==> config.mk <==
export PLATFORM = sky130hd
export DESIGN_NAME = temp_bcd_sched
export DESIGN_NICKNAME = d
export VERILOG_FILES = /design/src/rtl/temp_bcd_sched_pkg.sv /design/src/rtl/temp_bcd_sched_timer.sv /design/src/rtl/temp_bcd_sched.sv
export SDC_FILE = /design/constraint.sdc
export NUM_CORES = 1
export LEC_CHECK = 0
export ABC_CLOCK_PERIOD_IN_PS = 4300
export CAP_MARGIN = 20
export CELL_PAD_IN_SITES_DETAIL_PLACEMENT = 2
export CELL_PAD_IN_SITES_GLOBAL_PLACEMENT = 2
export CORE_UTILIZATION = 35
export DETAILED_ROUTE_END_ITERATION = 8
export PLACE_DENSITY_LB_ADDON = 0.1
export SKIP_LAST_GASP = 1
export SLEW_MARGIN = 20
export SYNTH_ARGS = -nofsm -noshare
export SYNTH_HDL_FRONTEND = slang
export SYNTH_HIERARCHICAL = 1
export SYNTH_SLANG_ARGS = --single-unit
==> constraint.sdc <==
create_clock -name clk -period 4.3 [get_ports clk]
set_clock_uncertainty 0.15 [all_clocks]
set_input_delay 0.86 -clock clk [delete_from_list [all_inputs] [get_ports clk]]
set_output_delay 0.86 -clock clk [all_outputs]
set_load 0.005 [all_outputs]
==> src/rtl/temp_bcd_sched_pkg.sv <==
// Shared types and constants for the temperature-to-BCD display sequencer.
package temp_pkg;

  localparam int TEMP_W        = 7;
  localparam int DIGIT_W       = 4;
  localparam int BCD_DIGIT_MAX = 9;

  typedef enum logic [2:0] {
    IDLE,
    REQ,
    SPI_WAIT,
    CONV,
    CONV_WAIT,
    LATCH
  } state_t;

  // True when a converter digit is a legal decimal digit.
  function automatic logic digit_ok(input logic [DIGIT_W-1:0] d);
    return d <= DIGIT_W'(BCD_DIGIT_MAX);
  endfunction

endpackage

==> src/rtl/temp_bcd_sched_timer.sv <==
// Free-running sample period counter; tick marks the last cycle of each period.
module sched_timer #(
  parameter int PERIOD = 1000000
) (
  input  logic clk,
  input  logic reset,
  input  logic enable,
  output logic tick
);

  localparam int CW = (PERIOD > 1) ? $clog2(PERIOD) : 1;
  localparam logic [CW-1:0] LAST = CW'(PERIOD - 1);

  logic [CW-1:0] count;

  // Count 0..PERIOD-1 while enabled; hold at zero otherwise.
  always_ff @(posedge clk) begin
    if (reset) begin
      count <= '0;
    end else if (!enable) begin
      count <= '0;
    end else if (count == LAST) begin
      count <= '0;
    end else begin
      count <= count + CW'(1);
    end
  end

  assign tick = (count == LAST);

endmodule

==> src/rtl/temp_bcd_sched.sv <==
// Sequencer: periodic SPI temperature read, clamp, BCD conversion, display latch.
//
// state     | meaning
// ----------+---------------------------------------------
// IDLE      | waiting for a period tick
// REQ       | pulse spi_req, arm wait counter
// SPI_WAIT  | waiting for spi_done or timeout
// CONV      | pulse bcd_start, arm wait counter
// CONV_WAIT | waiting for bcd_done or timeout
// LATCH     | validate captured digits, update display
module temp_bcd_sched
  import temp_pkg::*;
#(
  parameter int SAMPLE_PERIOD = 1000000,
  parameter int WAIT_TIMEOUT  = 4096,
  parameter int TEMP_MAX      = 99
) (
  input  logic               clk,
  input  logic               reset,
  input  logic               enable,
  output logic               spi_req,
  input  logic               spi_done,
  input  logic [TEMP_W-1:0]  spi_data,
  output logic               bcd_start,
  output logic [TEMP_W-1:0]  bcd_bin,
  input  logic               bcd_done,
  input  logic [DIGIT_W-1:0] bcd_tens,
  input  logic [DIGIT_W-1:0] bcd_ones,
  output logic [DIGIT_W-1:0] disp_tens,
  output logic [DIGIT_W-1:0] disp_ones,
  output logic               disp_valid,
  output logic               overrange,
  output logic               err,
  output logic               busy
);

  localparam int WW = (WAIT_TIMEOUT > 1) ? $clog2(WAIT_TIMEOUT) : 1;
  localparam logic [WW-1:0]     WLAST = WW'(WAIT_TIMEOUT - 1);
  localparam logic [TEMP_W-1:0] TMAX  = TEMP_W'(TEMP_MAX);

  state_t state, state_nxt;
  logic [WW-1:0]      wait_cnt;
  logic [DIGIT_W-1:0] cap_tens, cap_ones;
  logic tick, wait_clr, wait_to, cap_spi, cap_bcd, time_out, latch_ok, latch_bad;
  logic pend_valid;

  sched_timer #(.PERIOD(SAMPLE_PERIOD)) u_timer (
    .clk    (clk),
    .reset  (reset),
    .enable (enable),
    .tick   (tick)
  );

  // State register.
  always_ff @(posedge clk) begin
    if (reset) state <= IDLE;
    else       state <= state_nxt;
  end

  // Next-state decode and handshake strobes; a done pulse beats a same-cycle timeout.
  always_comb begin
    state_nxt = state;
    spi_req   = 1'b0;
    bcd_start = 1'b0;
    busy      = (state != IDLE);
    wait_clr  = 1'b0;
    wait_to   = (wait_cnt == WLAST);
    cap_spi   = 1'b0;
    cap_bcd   = 1'b0;
    time_out  = 1'b0;
    latch_ok  = 1'b0;
    latch_bad = 1'b0;
    case (state)
      IDLE: if (tick && enable) state_nxt = REQ;
      REQ: begin
        spi_req   = 1'b1;
        wait_clr  = 1'b1;
        state_nxt = SPI_WAIT;
      end
      SPI_WAIT: begin
        if (spi_done) begin
          cap_spi   = 1'b1;
          state_nxt = CONV;
        end else if (wait_to) begin
          time_out  = 1'b1;
          state_nxt = IDLE;
        end
      end
      CONV: begin
        bcd_start = 1'b1;
        wait_clr  = 1'b1;
        state_nxt = CONV_WAIT;
      end
      CONV_WAIT: begin
        if (bcd_done) begin
          cap_bcd   = 1'b1;
          state_nxt = LATCH;
        end else if (wait_to) begin
          time_out  = 1'b1;
          state_nxt = IDLE;
        end
      end
      LATCH: begin
        if (digit_ok(cap_tens) && digit_ok(cap_ones)) latch_ok = 1'b1;
        else                                          latch_bad = 1'b1;
        state_nxt = IDLE;
      end
      default: state_nxt = IDLE;
    endcase
  end

  // Wait counter: armed in REQ/CONV, advances while a handshake is outstanding.
  always_ff @(posedge clk) begin
    if (reset) begin
      wait_cnt <= '0;
    end else if (wait_clr) begin
      wait_cnt <= '0;
    end else if ((state == SPI_WAIT || state == CONV_WAIT) && !wait_to) begin
      wait_cnt <= wait_cnt + WW'(1);
    end
  end

  // Sample clamp, digit capture, display latch, sticky error and the delayed valid pulse.
  always_ff @(posedge clk) begin
    if (reset) begin
      bcd_bin    <= '0;
      overrange  <= 1'b0;
      cap_tens   <= '0;
      cap_ones   <= '0;
      disp_tens  <= '0;
      disp_ones  <= '0;
      err        <= 1'b0;
      pend_valid <= 1'b0;
      disp_valid <= 1'b0;
    end else begin
      if (cap_spi) begin
        if (spi_data > TMAX) begin
          bcd_bin   <= TMAX;
          overrange <= 1'b1;
        end else begin
          bcd_bin   <= spi_data;
          overrange <= 1'b0;
        end
      end
      if (cap_bcd) begin
        cap_tens <= bcd_tens;
        cap_ones <= bcd_ones;
      end
      if (latch_ok) begin
        disp_tens <= cap_tens;
        disp_ones <= cap_ones;
        err       <= 1'b0;
      end else if (time_out || latch_bad) begin
        err <= 1'b1;
      end
      pend_valid <= latch_ok;
      disp_valid <= pend_valid;
    end
  end

endmodule

==> flow_summary.json <==
{
  "fin_crit_sh_pct": 68.7,
  "max_stage_delay_ns": 0.58,
  "firstDrtPassIters": 4,
  "postCtsSetupBuffers": 0,
  "finalPower_mw": 1.19,
  "cts_buffers": 9,
  "cts_tree": "done",
  "wl_per_cell_microns": 17.3,
  "hold_viol_final": 0,
  "maxCapViolCount": 0,
  "htree_levels": 3,
  "min_from": "pend_valid$_SDFF_PP0_",
  "drc_errors": 0,
  "area_growth_pct": 26.4,
  "grt_pass1_wl_microns": 13300,
  "p_leak_nw": 1.11,
  "ant_nets": 0,
  "rsz0062_at_grt": "no",
  "routed_wl_microns": 7810,
  "core_sq_um": 7330,
  "antenna_found_initial": 0,
  "end_kind": "output pin",
  "cp.arrival_ns": 1.95,
  "max_freq_mhz": 338,
  "nets": 370,
  "crit_family": "flip-flops",
  "vias": 2497,
  "synthCells": 308,
  "slew_headroom_pct": 38.4,
  "cp_max_fo": 14,
  "synth_edf_count": 0,
  "grt_pass1_vias": 2643,
  "hold_class": "flip-flop to flip-flop",
  "synth_warnings": 6,
  "dp_hpwl_microns": 5460,
  "synth_top_area_share_pct": 46.0,
  "path_class": "flip-flop to output pin",
  "ys_seq_area_share_pct": 46.0,
  "synth_area_leaders": "dfxtp_1, a21oi_1, nand2_1",
  "reg2reg_from": "state[1]$_SDFFE_PP0P_",
  "finalMaxSlewViolations": 0,
  "tightest_slew_ns": 0.924,
  "cts_root_buffer": "clkbuf_8",
  "via_per_inst": 5.54,
  "ctsResizeCount": 0,
  "crit_slowest_cell": "dfxtp_1",
  "pin_count": 41,
  "overflow": 0,
  "synth-seq-cells": 62,
  "synthArstFlopShare_pct": 0,
  "clock_sinks": 62,
  "syn-cell-area_sq_um": 2700,
  "crit_top_cell": "nor2b_1",
  "mappedNetlistNets": 330,
  "drt_iter0_markers": 71,
  "cp-startpoint": "state[0]$_SDFFE_PP0P_",
  "die_w_microns": 89.8,
  "outcome": "finished clean",
  "fin_crit_ns": 2.96,
  "synth_ff_type": "dfxtp_1",
  "grt_max_degree": 25,
  "io_buffers": 40,
  "routabilityCongestion": 0.774,
  "critPathBufInv": 1,
  "dieArea_sq_um": 8060,
  "crit_chain": "nor2b_1 -> nor2b_1 -> clkdlybuf4s50_1",
  "tns_ns": 0,
  "cts_max_path_buffers": 2,
  "startpoint_type": "flip-flop",
  "antennaDiodeCount": 0,
  "clk_pin_slew_ns": 0.07,
  "power_density_nw_per_um2": 348,
  "rows": 31,
  "drive_above_1_share_pct": 7.95,
  "cp.required_ns": 3.29,
  "yosys.area.top_type": "dfxtp_1",
  "synth.distinct_cells": 49,
  "irDropWorstVdd_v": 0.000145,
  "die_h_microns": 89.8,
  "grt_use_total_pct": 20.8,
  "start_util_pct": 36.8,
  "avgSynthCellArea_sq_um": 8.75,
  "hold_buffers": 0,
  "setup_viol": 0,
  "clock_latency_ns": 0.35,
  "r2r_slack_ns": 1.95
}
final cells by class:
cell class	count	area [sq um]
clock inverter	4	70.1
sequential	62	1240
inverter	9	33.8
timing repair buffer	42	415
tap	99	124
fill	773	3920
clock buffer	11	151
multi-input combinational	224	1370
synthesized netlist by cell type (7+ instances only):
| library cell | count |
|---|---|
| dfxtp_1 | 62 |
| nand2_1 | 33 |
| nor2_1 | 28 |
| a21oi_1 | 26 |
| nand3_1 | 15 |
| o21ai_0 | 11 |
| inv_1 | 9 |
| a22o_1 | 8 |
| xnor2_1 | 8 |
| buf_2 | 7 |
| nand4_1 | 7 |
| or4_1 | 7 |
path summary, 6_finish.rpt:
check	endpoint	cells past startpoint
min	disp_valid$_SDFF_PP0_	1
max	spi_req	3
max reg2reg	wait_cnt[3]$_SDFFE_PP0P_	4
min reg2reg	disp_valid$_SDFF_PP0_	1
layer usage:
| layer | global-route usage, % | up-vias | share of wire [%] |
|---|---|---|---|
| met5 | 0 | - | 0 |
| li1 | - | 1203 | - |
| met4 | 6.56 | 0 | 1.3 |
| met2 | 34.8 | 42 | 49 |
| met1 | 25.6 | 1243 | 45 |
| met3 | 6.01 | 9 | 4.0 |
cell families after synthesis:
kind of cell               Yosys count  synth area share [%]
AOI/OAI and AO/OA                   72                  17.4
xor gates and xnor gates            13                  4.22
adders and majority gates            2                 0.928
buffers and inverters               22                  3.39
DFF                                 62                  46.0
muxes                                1                 0.371
and+or+nand+nor                    136                  27.6
state kept, by name, indices dropped and copies added (netlist names), 3 cells and up:
name and cells:
wait_cnt 12, cap_tens 4, disp_ones 4, cap_ones 4, bcd_bin 7, state 3, u_timer/count 20, disp_tens 4
layout by cell type (no fill, tap or decap), types with 2 or more instances in the layout:
cell type,n
xnor2_1,8
clkdlybuf4s50_1,40
nand2_1,33
nor3_1,6
and4_1,3
nor2b_1,4
or3b_2,2
o21ai_0,11
xor2_1,5
or4_1,7
nand4_1,7
o31ai_1,6
nor2_1,28
ha_1,2
and3b_1,2
and3_1,4
clkinv_2,2
a31o_2,2
inv_1,9
buf_4,2
nand3_1,15
bufinv_16,2
a22oi_1,3
o31a_1,2
a31oi_1,2
nor4_1,4
and2_1,2
a211oi_1,5
nor4b_1,2
a22o_1,8
or3_1,6
dfxtp_1,62
nand4b_1,2
a21oi_1,26
clkbuf_8,11
report_power, final:
group          internal (mW)  switching, mW  leakage (nW)
Sequential             0.575       0.000833         0.499
Clock                  0.353          0.224         0.115
Combinational         0.0187         0.0163         0.498
Total                  0.946          0.241          1.11
stage by stage:
stage	worst slack (ns)	instance area, sq um	hold WS, ns	cells	utilization, %
2_1_floorplan	2.31	2700	0.264	308	-
3_3_place_gp	1.31	3190	0.281	436	43.5
3_5_place_dp	1.28	3190	0.285	436	43.5
4_1_cts	1.30	3410	0.302	451	46.5
5_1_grt	1.13	3410	0.315	451	46.5
6_report	1.34	3410	0.296	451	46.5
No activity file was read; power rests on OpenSTA's default activity.
